File: config.mk
export PLATFORM = sky130hd
export DESIGN_NAME = uart_cmd_ctrl_flat
export DESIGN_NICKNAME = d
export VERILOG_FILES = /design/src/rtl/uart_cmd_ctrl_pkg.sv /design/src/rtl/uart_cmd_ctrl_if.sv /design/src/rtl/hex_ascii_conv.sv /design/src/rtl/uart_cmd_ctrl.sv /design/src/flat_wrapper.sv
export SDC_FILE = /design/constraint.sdc
export NUM_CORES = 1
export LEC_CHECK = 0
export ABC_AREA = 1
export CAP_MARGIN = 20
export CORE_ASPECT_RATIO = 1.1
export CORE_UTILIZATION = 30
export DETAILED_ROUTE_END_ITERATION = 16
export HOLD_SLACK_MARGIN = 0.03
export PLACE_DENSITY_LB_ADDON = 0.15
export SYNTH_ARGS = -nofsm -noshare
export SYNTH_HDL_FRONTEND = slang
export SYNTH_SLANG_ARGS = --single-unit
File: constraint.sdc
create_clock -name clk -period 4.4 [get_ports clk]
set_input_delay 0.44 -clock clk [delete_from_list [all_inputs] [get_ports clk]]
set_output_delay 0.44 -clock clk [all_outputs]
set_load 0.05 [all_outputs]
File: src/rtl/uart_cmd_ctrl_pkg.sv
// rtl/uart_cmd_ctrl_pkg.sv - ASCII constants and state encoding for the UART command sequencer
package uart_cmd_pkg;

   localparam logic [7:0] ASCII_CR    = 8'h0D;
   localparam logic [7:0] ASCII_LF    = 8'h0A;
   localparam logic [7:0] ASCII_STAR  = 8'h2A;
   localparam logic [7:0] ASCII_QMARK = 8'h3F;
   localparam logic [7:0] ASCII_SPACE = 8'h20;

   typedef enum logic [3:0] {
      ST_GET_A    = 4'd0,
      ST_GET_B    = 4'd1,
      ST_MUL_GO   = 4'd2,
      ST_WAIT_MUL = 4'd3,
      ST_SEND_HEX = 4'd4,
      ST_SEND_CR  = 4'd5,
      ST_SEND_LF  = 4'd6,
      ST_ERR      = 4'd7,
      ST_ECHO     = 4'd8
   } state_t;

endpackage

File: src/rtl/uart_cmd_ctrl_if.sv
// rtl/uart_cmd_ctrl_if.sv - receiver, multiplier and transmitter handshakes of the command sequencer
interface uart_cmd_ctrl_if #(
   parameter int OPW = 16
);
   localparam int PW = 2 * OPW;

   logic [7:0]     rx_data;
   logic           rx_done;
   logic [OPW-1:0] mul_a;
   logic [OPW-1:0] mul_b;
   logic           mul_start;
   logic           mul_done;
   logic [PW-1:0]  mul_p;
   logic [7:0]     tx_data;
   logic           tx_start;
   logic           tx_done;
   logic           busy;
   logic           err;

   // Sequencer side
   modport master (
      input  rx_data, rx_done, mul_done, mul_p, tx_done,
      output mul_a, mul_b, mul_start, tx_data, tx_start, busy, err
   );

   // Receiver / multiplier / transmitter side
   modport slave (
      output rx_data, rx_done, mul_done, mul_p, tx_done,
      input  mul_a, mul_b, mul_start, tx_data, tx_start, busy, err
   );

endinterface

File: src/rtl/hex_ascii_conv.sv
// rtl/hex_ascii_conv.sv - combinational ASCII hex digit decoder and uppercase nibble encoder
module hex_ascii_conv (
   input  logic [7:0] ascii_i,
   output logic       is_hex_o,
   output logic [3:0] nibble_o,
   input  logic [3:0] nibble_i,
   output logic [7:0] ascii_o
);

   // Decode 0-9, A-F, a-f; letters share the low nibble 1..6 in both cases
   always_comb begin
      is_hex_o = 1'b0;
      nibble_o = 4'd0;
      if (ascii_i >= 8'h30 && ascii_i <= 8'h39) begin
         is_hex_o = 1'b1;
         nibble_o = ascii_i[3:0];
      end else if ((ascii_i >= 8'h41 && ascii_i <= 8'h46) ||
                   (ascii_i >= 8'h61 && ascii_i <= 8'h66)) begin
         is_hex_o = 1'b1;
         nibble_o = ascii_i[3:0] + 4'd9;
      end
   end

   // Encode a nibble as an uppercase hex character
   always_comb begin
      if (nibble_i < 4'd10) begin
         ascii_o = 8'h30 + {4'd0, nibble_i};
      end else begin
         ascii_o = 8'h37 + {4'd0, nibble_i};
      end
   end

endmodule

File: src/rtl/uart_cmd_ctrl.sv
// rtl/uart_cmd_ctrl.sv - parses "<hexA>*<hexB>\r", runs the multiplier, sends the product in hex (echo option: UART_CMD_ECHO_EN)
module uart_cmd_ctrl
   import uart_cmd_pkg::*;
#(
   parameter int OPW = 16
) (
   input  logic             clk,
   input  logic             reset,
   uart_cmd_ctrl_if.master  bus
);

   localparam int PW   = 2 * OPW;
   localparam int ND   = OPW / 4;
   localparam int NDIG = PW / 4;
   localparam int CW   = $clog2(ND + 1);
   localparam int IW   = (NDIG > 1) ? $clog2(NDIG) : 1;

   state_t         state_q, state_d;
   logic [OPW-1:0] acc_a_q, acc_a_d;
   logic [OPW-1:0] acc_b_q, acc_b_d;
   logic [CW-1:0]  cnt_q, cnt_d;
   logic [PW-1:0]  prod_q, prod_d;
   logic [IW-1:0]  idx_q, idx_d;
   logic           tx_pend_q, tx_pend_d;
`ifdef UART_CMD_ECHO_EN
   logic [7:0]     echo_q, echo_d;
   state_t         ret_q, ret_d;
`endif

   logic           rx_is_hex;
   logic [3:0]     rx_nib;
   logic [3:0]     hex_nib;
   logic [7:0]     hex_char;
   logic           unused_rx_enc;
   logic           unused_tx_is_hex;
   logic [3:0]     unused_tx_nib;
   logic [7:0]     unused_rx_char;

   assign hex_nib       = prod_q[{idx_q, 2'b00} +: 4];
   assign unused_rx_enc = ^unused_rx_char;

   hex_ascii_conv u_rx_conv (
      .ascii_i  (bus.rx_data),
      .is_hex_o (rx_is_hex),
      .nibble_o (rx_nib),
      .nibble_i (4'd0),
      .ascii_o  (unused_rx_char)
   );

   hex_ascii_conv u_tx_conv (
      .ascii_i  (8'h00),
      .is_hex_o (unused_tx_is_hex),
      .nibble_o (unused_tx_nib),
      .nibble_i (hex_nib),
      .ascii_o  (hex_char)
   );

   assign bus.mul_a = acc_a_q;
   assign bus.mul_b = acc_b_q;

   // State and datapath registers
   always_ff @(posedge clk or posedge reset) begin
      if (reset) begin
         state_q   <= ST_GET_A;
         acc_a_q   <= '0;
         acc_b_q   <= '0;
         cnt_q     <= '0;
         prod_q    <= '0;
         idx_q     <= '0;
         tx_pend_q <= 1'b0;
`ifdef UART_CMD_ECHO_EN
         echo_q    <= 8'h00;
         ret_q     <= ST_GET_A;
`endif
      end else begin
         state_q   <= state_d;
         acc_a_q   <= acc_a_d;
         acc_b_q   <= acc_b_d;
         cnt_q     <= cnt_d;
         prod_q    <= prod_d;
         idx_q     <= idx_d;
         tx_pend_q <= tx_pend_d;
`ifdef UART_CMD_ECHO_EN
         echo_q    <= echo_d;
         ret_q     <= ret_d;
`endif
      end
   end

   // Line parser, multiplier launch and byte-by-byte transmit sequencing
   always_comb begin
      state_t nxt;
      logic   sending;

      nxt           = state_q;
      sending       = 1'b0;
      state_d       = state_q;
      acc_a_d       = acc_a_q;
      acc_b_d       = acc_b_q;
      cnt_d         = cnt_q;
      prod_d        = prod_q;
      idx_d         = idx_q;
      tx_pend_d     = tx_pend_q;
`ifdef UART_CMD_ECHO_EN
      echo_d        = echo_q;
      ret_d         = ret_q;
`endif
      bus.mul_start = 1'b0;
      bus.tx_start  = 1'b0;
      bus.tx_data   = 8'h00;
      bus.busy      = 1'b1;
      bus.err       = (state_q == ST_ERR) && !tx_pend_q;

      case (state_q)
         ST_GET_A, ST_GET_B: begin
            bus.busy = 1'b0;
            if (bus.rx_done) begin
               if (rx_is_hex) begin
                  if (cnt_q == CW'(ND)) begin
                     nxt = ST_ERR;
                  end else begin
                     if (state_q == ST_GET_A) begin
                        acc_a_d = {acc_a_q[OPW-5:0], rx_nib};
                     end else begin
                        acc_b_d = {acc_b_q[OPW-5:0], rx_nib};
                     end
                     cnt_d = cnt_q + 1'b1;
                  end
               end else if (bus.rx_data == ASCII_LF || bus.rx_data == ASCII_SPACE) begin
                  nxt = state_q;
               end else if (state_q == ST_GET_A && bus.rx_data == ASCII_STAR && cnt_q != '0) begin
                  nxt   = ST_GET_B;
                  cnt_d = '0;
               end else if (state_q == ST_GET_B && bus.rx_data == ASCII_CR && cnt_q != '0) begin
                  nxt = ST_MUL_GO;
               end else begin
                  nxt = ST_ERR;
               end
`ifdef UART_CMD_ECHO_EN
               if (nxt != ST_ERR) begin
                  echo_d  = bus.rx_data;
                  ret_d   = nxt;
                  state_d = ST_ECHO;
               end else begin
                  state_d = nxt;
               end
`else
               state_d = nxt;
`endif
            end
         end
         ST_MUL_GO: begin
            bus.mul_start = 1'b1;
            state_d       = ST_WAIT_MUL;
         end
         ST_WAIT_MUL: begin
            if (bus.mul_done) begin
               prod_d    = bus.mul_p;
               idx_d     = IW'(NDIG - 1);
               tx_pend_d = 1'b0;
               state_d   = ST_SEND_HEX;
            end
         end
         ST_SEND_HEX: begin
            sending     = 1'b1;
            bus.tx_data = hex_char;
         end
         ST_SEND_CR: begin
            sending     = 1'b1;
            bus.tx_data = ASCII_CR;
         end
         ST_SEND_LF: begin
            sending     = 1'b1;
            bus.tx_data = ASCII_LF;
         end
         ST_ERR: begin
            sending     = 1'b1;
            bus.tx_data = ASCII_QMARK;
         end
`ifdef UART_CMD_ECHO_EN
         ST_ECHO: begin
            sending     = 1'b1;
            bus.tx_data = echo_q;
         end
`endif
         default: begin
            state_d = ST_GET_A;
         end
      endcase

      // A byte is launched once per state visit; the next launch waits for the cycle after tx_done
      if (sending) begin
         if (!tx_pend_q) begin
            bus.tx_start = 1'b1;
            tx_pend_d    = 1'b1;
         end else if (bus.tx_done) begin
            tx_pend_d = 1'b0;
            case (state_q)
               ST_SEND_HEX: begin
                  if (idx_q == '0) begin
                     state_d = ST_SEND_CR;
                  end else begin
                     idx_d = idx_q - 1'b1;
                  end
               end
               ST_SEND_CR: state_d = ST_SEND_LF;
               ST_SEND_LF: begin
                  state_d = ST_GET_A;
                  acc_a_d = '0;
                  acc_b_d = '0;
                  cnt_d   = '0;
               end
               ST_ERR: state_d = ST_SEND_CR;
`ifdef UART_CMD_ECHO_EN
               ST_ECHO: state_d = ret_q;
`endif
               default: state_d = ST_GET_A;
            endcase
         end
      end
   end

endmodule
File: src/flat_wrapper.sv
// flat-port wrapper written by rule: the top's interface ports become plain ports
module uart_cmd_ctrl_flat import uart_cmd_pkg::*;
#(
   parameter int OPW = 16
)
  (clk, reset, bus_rx_data, bus_rx_done, bus_mul_done, bus_mul_p, bus_tx_done, bus_mul_a, bus_mul_b, bus_mul_start, bus_tx_data, bus_tx_start, bus_busy, bus_err);
  uart_cmd_ctrl_if #(.OPW(OPW)) bus_i ();
  input  logic clk;
  input  logic reset;
  input wire logic [$bits(bus_i.rx_data)-1:0] bus_rx_data;
  input wire logic [$bits(bus_i.rx_done)-1:0] bus_rx_done;
  input wire logic [$bits(bus_i.mul_done)-1:0] bus_mul_done;
  input wire logic [$bits(bus_i.mul_p)-1:0] bus_mul_p;
  input wire logic [$bits(bus_i.tx_done)-1:0] bus_tx_done;
  output wire logic [$bits(bus_i.mul_a)-1:0] bus_mul_a;
  output wire logic [$bits(bus_i.mul_b)-1:0] bus_mul_b;
  output wire logic [$bits(bus_i.mul_start)-1:0] bus_mul_start;
  output wire logic [$bits(bus_i.tx_data)-1:0] bus_tx_data;
  output wire logic [$bits(bus_i.tx_start)-1:0] bus_tx_start;
  output wire logic [$bits(bus_i.busy)-1:0] bus_busy;
  output wire logic [$bits(bus_i.err)-1:0] bus_err;
  assign bus_i.rx_data = bus_rx_data;
  assign bus_i.rx_done = bus_rx_done;
  assign bus_i.mul_done = bus_mul_done;
  assign bus_i.mul_p = bus_mul_p;
  assign bus_i.tx_done = bus_tx_done;
  assign bus_mul_a = bus_i.mul_a;
  assign bus_mul_b = bus_i.mul_b;
  assign bus_mul_start = bus_i.mul_start;
  assign bus_tx_data = bus_i.tx_data;
  assign bus_tx_start = bus_i.tx_start;
  assign bus_busy = bus_i.busy;
  assign bus_err = bus_i.err;
  uart_cmd_ctrl #(.OPW(OPW)) u_core (.clk(clk), .reset(reset), .bus(bus_i));
endmodule
==> impl_metrics.toml <==
[logic_synthesis]
syn_area_per_cell_um2 = 7.51
synth-edff-count = 0
ys_ff_latch = 75
synthArstFlopShare_pct = 100
synth_top_area_share_pct = 46.5
ys_top_cells_by_area = "dfrtp_1 47%, nand2_1 13%, nor2_1 7.9%, o21ai_0 7.2%, inv_1 4.7%"
syn-instance-count = 537
synth_top_area_cell = "dfrtp_1"
ys_warn_count = 0
synth_cell_types = 36
synth_ff_type = "dfrtp_1"
yosysSeqAreaShare_pct = 46.5
syn_area_um2 = 4030

[sta]
clock_skew_ns = 0.00955
slew_headroom_pct = 40.4
fin_crit_sh_pct = 83.9
setup_tns_ns = 0
setup_viol = 0
final_hold_viol_count = 0
min_period_ns = 3.69
worstMarginPinSlew_ns = 0.893
final_max_slew_viol_count = 0
fmax_mhz = 271
rsz0062_at_grt = "no"
whs_ns = 0.481
fin_ws_ns = 0.709

[route]
wl_mm = 10.1
drt_iter0_drc = 194
postRouteAntennaNets = 0
first_pass_iters = 4
vias_per_cell = 4.61
wire_per_inst_um = 13.0
post-route-drc-count = 0
vias = 3603

[floorplanning]
rows = 44
initial_core_util_pct = 30.7
core-area_um2 = 13200
num_io_pins = 89
die_width_um = 113
chipHeight_um = 124
die_area_um2 = 13900

[setup_path]
critPathKind = "reg2out"
cp-end-kind = "output port"
cp.arrival_ns = 3.25
r2r_start = "u_core.state_q[0]"
worstPathMaxFanout = 24
worstPathRequired_ns = 3.96
regToRegSetupSlack_ns = 2.23
start_kind = "flop"
rr_worst_depth = 8
r2r_end = "u_core.prod_q[7]"

[clocking]
clock_sinks = 75
cts_made_buffers = 9
ctsResizeCount = 0
h-tree-depth = 3
cts_tree = "yes"
clkTransAtPathRegs_ns = 0.06
ctsRootBufferMaster = "clkbuf_16"
clockBufferDepth = 2
worst_skew_pair.late_latency_ns = 0.34
hold_buffers = 0
cts_setup_buffers = 0

[placed_design]
dp_hpwl_mm = 7.22
pre_cts_slack_ns = 1.09
port_buffers = 87
place.gp.congestion = 0.819

[worst_hold_path]
hp-start = "u_core.prod_q[17]"
hold_class = "reg2reg"
whs_path_depth = 2
min_to = "u_core.prod_q[17]"

[power_and_ir_drop]
cellPowerDensity_nw_per_um2 = 722
p_leak_uw = 0.00261
irDropWorstVdd_uv = 279

[layout]
fillers = 1353
final_util_pct = 40.5
area_growth_pct = 32.3
nNetsFinal = 672
antenna_cells = 0
drive_gt1_share_pct = 6.77

[global_route]
grt_start_max_net_pins = 41
grt_pass1_wl_mm = 16.7
overflow = 0
antenna_found_initial = 0
grt_pass1_vias = 3502
grtUsageTotal_pct = 15.3

[outcome]
status = "completed"

[flow_run]
drv_cap = 0
==> logic make-up after synthesis <==
| group | share of synthesized area, % |
|---|---|
| DFF | 46.5 |
| and+or+nand+nor | 30.3 |
| adders and majority gates | 3.10 |
| xor gates and xnor gates | 0.651 |
| AOI/OAI and AO/OA | 10.9 |
| buffers and inverters | 8.44 |
| other | 0.0930 |
==> Yosys cell counts, types with 3 or more instances <==
master    count
nand4_1       6
inv_2         7
a21oi_1      10
o211ai_1      3
a211oi_1      3
nand2_2       4
dfrtp_1      75
nor2_1       85
nand3_1      20
buf_2        11
buf_4         4
nand2_1     140
nor3_1       17
clkbuf_1      5
o21ai_1       5
nor2_2        3
ha_1         10
inv_1        50
o21ai_0      58
==> report_power, final <==
group          internal [µW]  switching [µW]
Clock                    547             286
Sequential               985             236
Combinational            607            1190
Total                   2140            1710
==> state kept, by name, indices dropped and copies added (netlist names) <==
name / cells
u_core.bus.mul_a: 16
u_core.bus.mul_b: 16
u_core.cnt_q: 3
u_core.idx_q: 3
u_core.prod_q: 32
u_core.state_q: 4
u_core.tx_pend_q: 1
==> critical path, stage by stage, from the launching register on <==
cell and delay, ns:
dfrtp_1 0.77, inv_2 0.25, o21ai_0 0.21, o22ai_1 0.09
nand2_1 0.06, o21ai_0 0.13, inv_1 0.11, ha_1 0.22
nand3_1 0.09, nand2_1 0.06, nand3_1 0.06, nand2_1 0.07
clkdlybuf4s50_1 0.80
==> metal layers <==
layer / up-vias / part of all wire, % / GRT usage (%)
met3: 8 / 3.9 / 4.43
met5: - / 0 / 0
li1: 1863 / - / -
met2: 70 / 49 / 24.8
met4: 0 / 1.1 / 5.17
met1: 1662 / 47 / 19.7
==> layout by cell type (no fill, tap or decap), drive strengths merged <==
cell	synthesis	routed
conb	1	2
nand4	6	6
and2	1	1
ha	10	10
nor2	90	90
buf	17	3
clkdlybuf4s50	0	87
dfrtp	75	75
nand2	146	146
clkbuf	5	9
nand3	22	22
o22ai	1	1
a31o	1	1
a31oi	1	1
xnor2	1	1
o211ai	3	3
inv	57	57
a211oi	3	3
nor3b	1	1
nor3	18	18
o21ai	64	64
or2	1	1
clkinv	0	2
a21oi	10	10
nand3b	1	1
bufinv	0	3
xor2	2	2
==> worst max path at each step <==
stage | from | end | depth (start not counted)
floorplan | u_core.idx_q[0] | bus_tx_data[6] | 9
global placement | u_core.idx_q[0] | bus_tx_data[2] | 12
detailed placement | u_core.idx_q[0] | bus_tx_data[2] | 12
CTS | u_core.idx_q[0] | bus_tx_data[2] | 12
global route | u_core.idx_q[0] | bus_tx_data[2] | 12
finish | u_core.idx_q[0] | bus_tx_data[2] | 12
==> stage by stage <==
step / area, µm² / std cells / total power, µW
2_1_floorplan: 4040 / 538 / 2480
3_3_place_gp: 5010 / 767 / 3010
3_5_place_dp: 5010 / 767 / 3040
4_1_cts: 5340 / 781 / 3890
5_1_grt: 5340 / 781 / 4140
6_report: 5340 / 781 / 3850
==> area by class of cell <==
cell class	instances	area, µm²	share of cell area (%)
Timing Repair Buffer	90	893	16.7
Clock inverter	5	104	1.95
Multi-Input combinational cell	384	1820	34.1
Inverter	57	214	4.01
Tap cell	161	201	3.78
Clock buffer	9	225	4.22
Sequential cell	75	1880	35.2
Power figures use the tool's default switching activity.
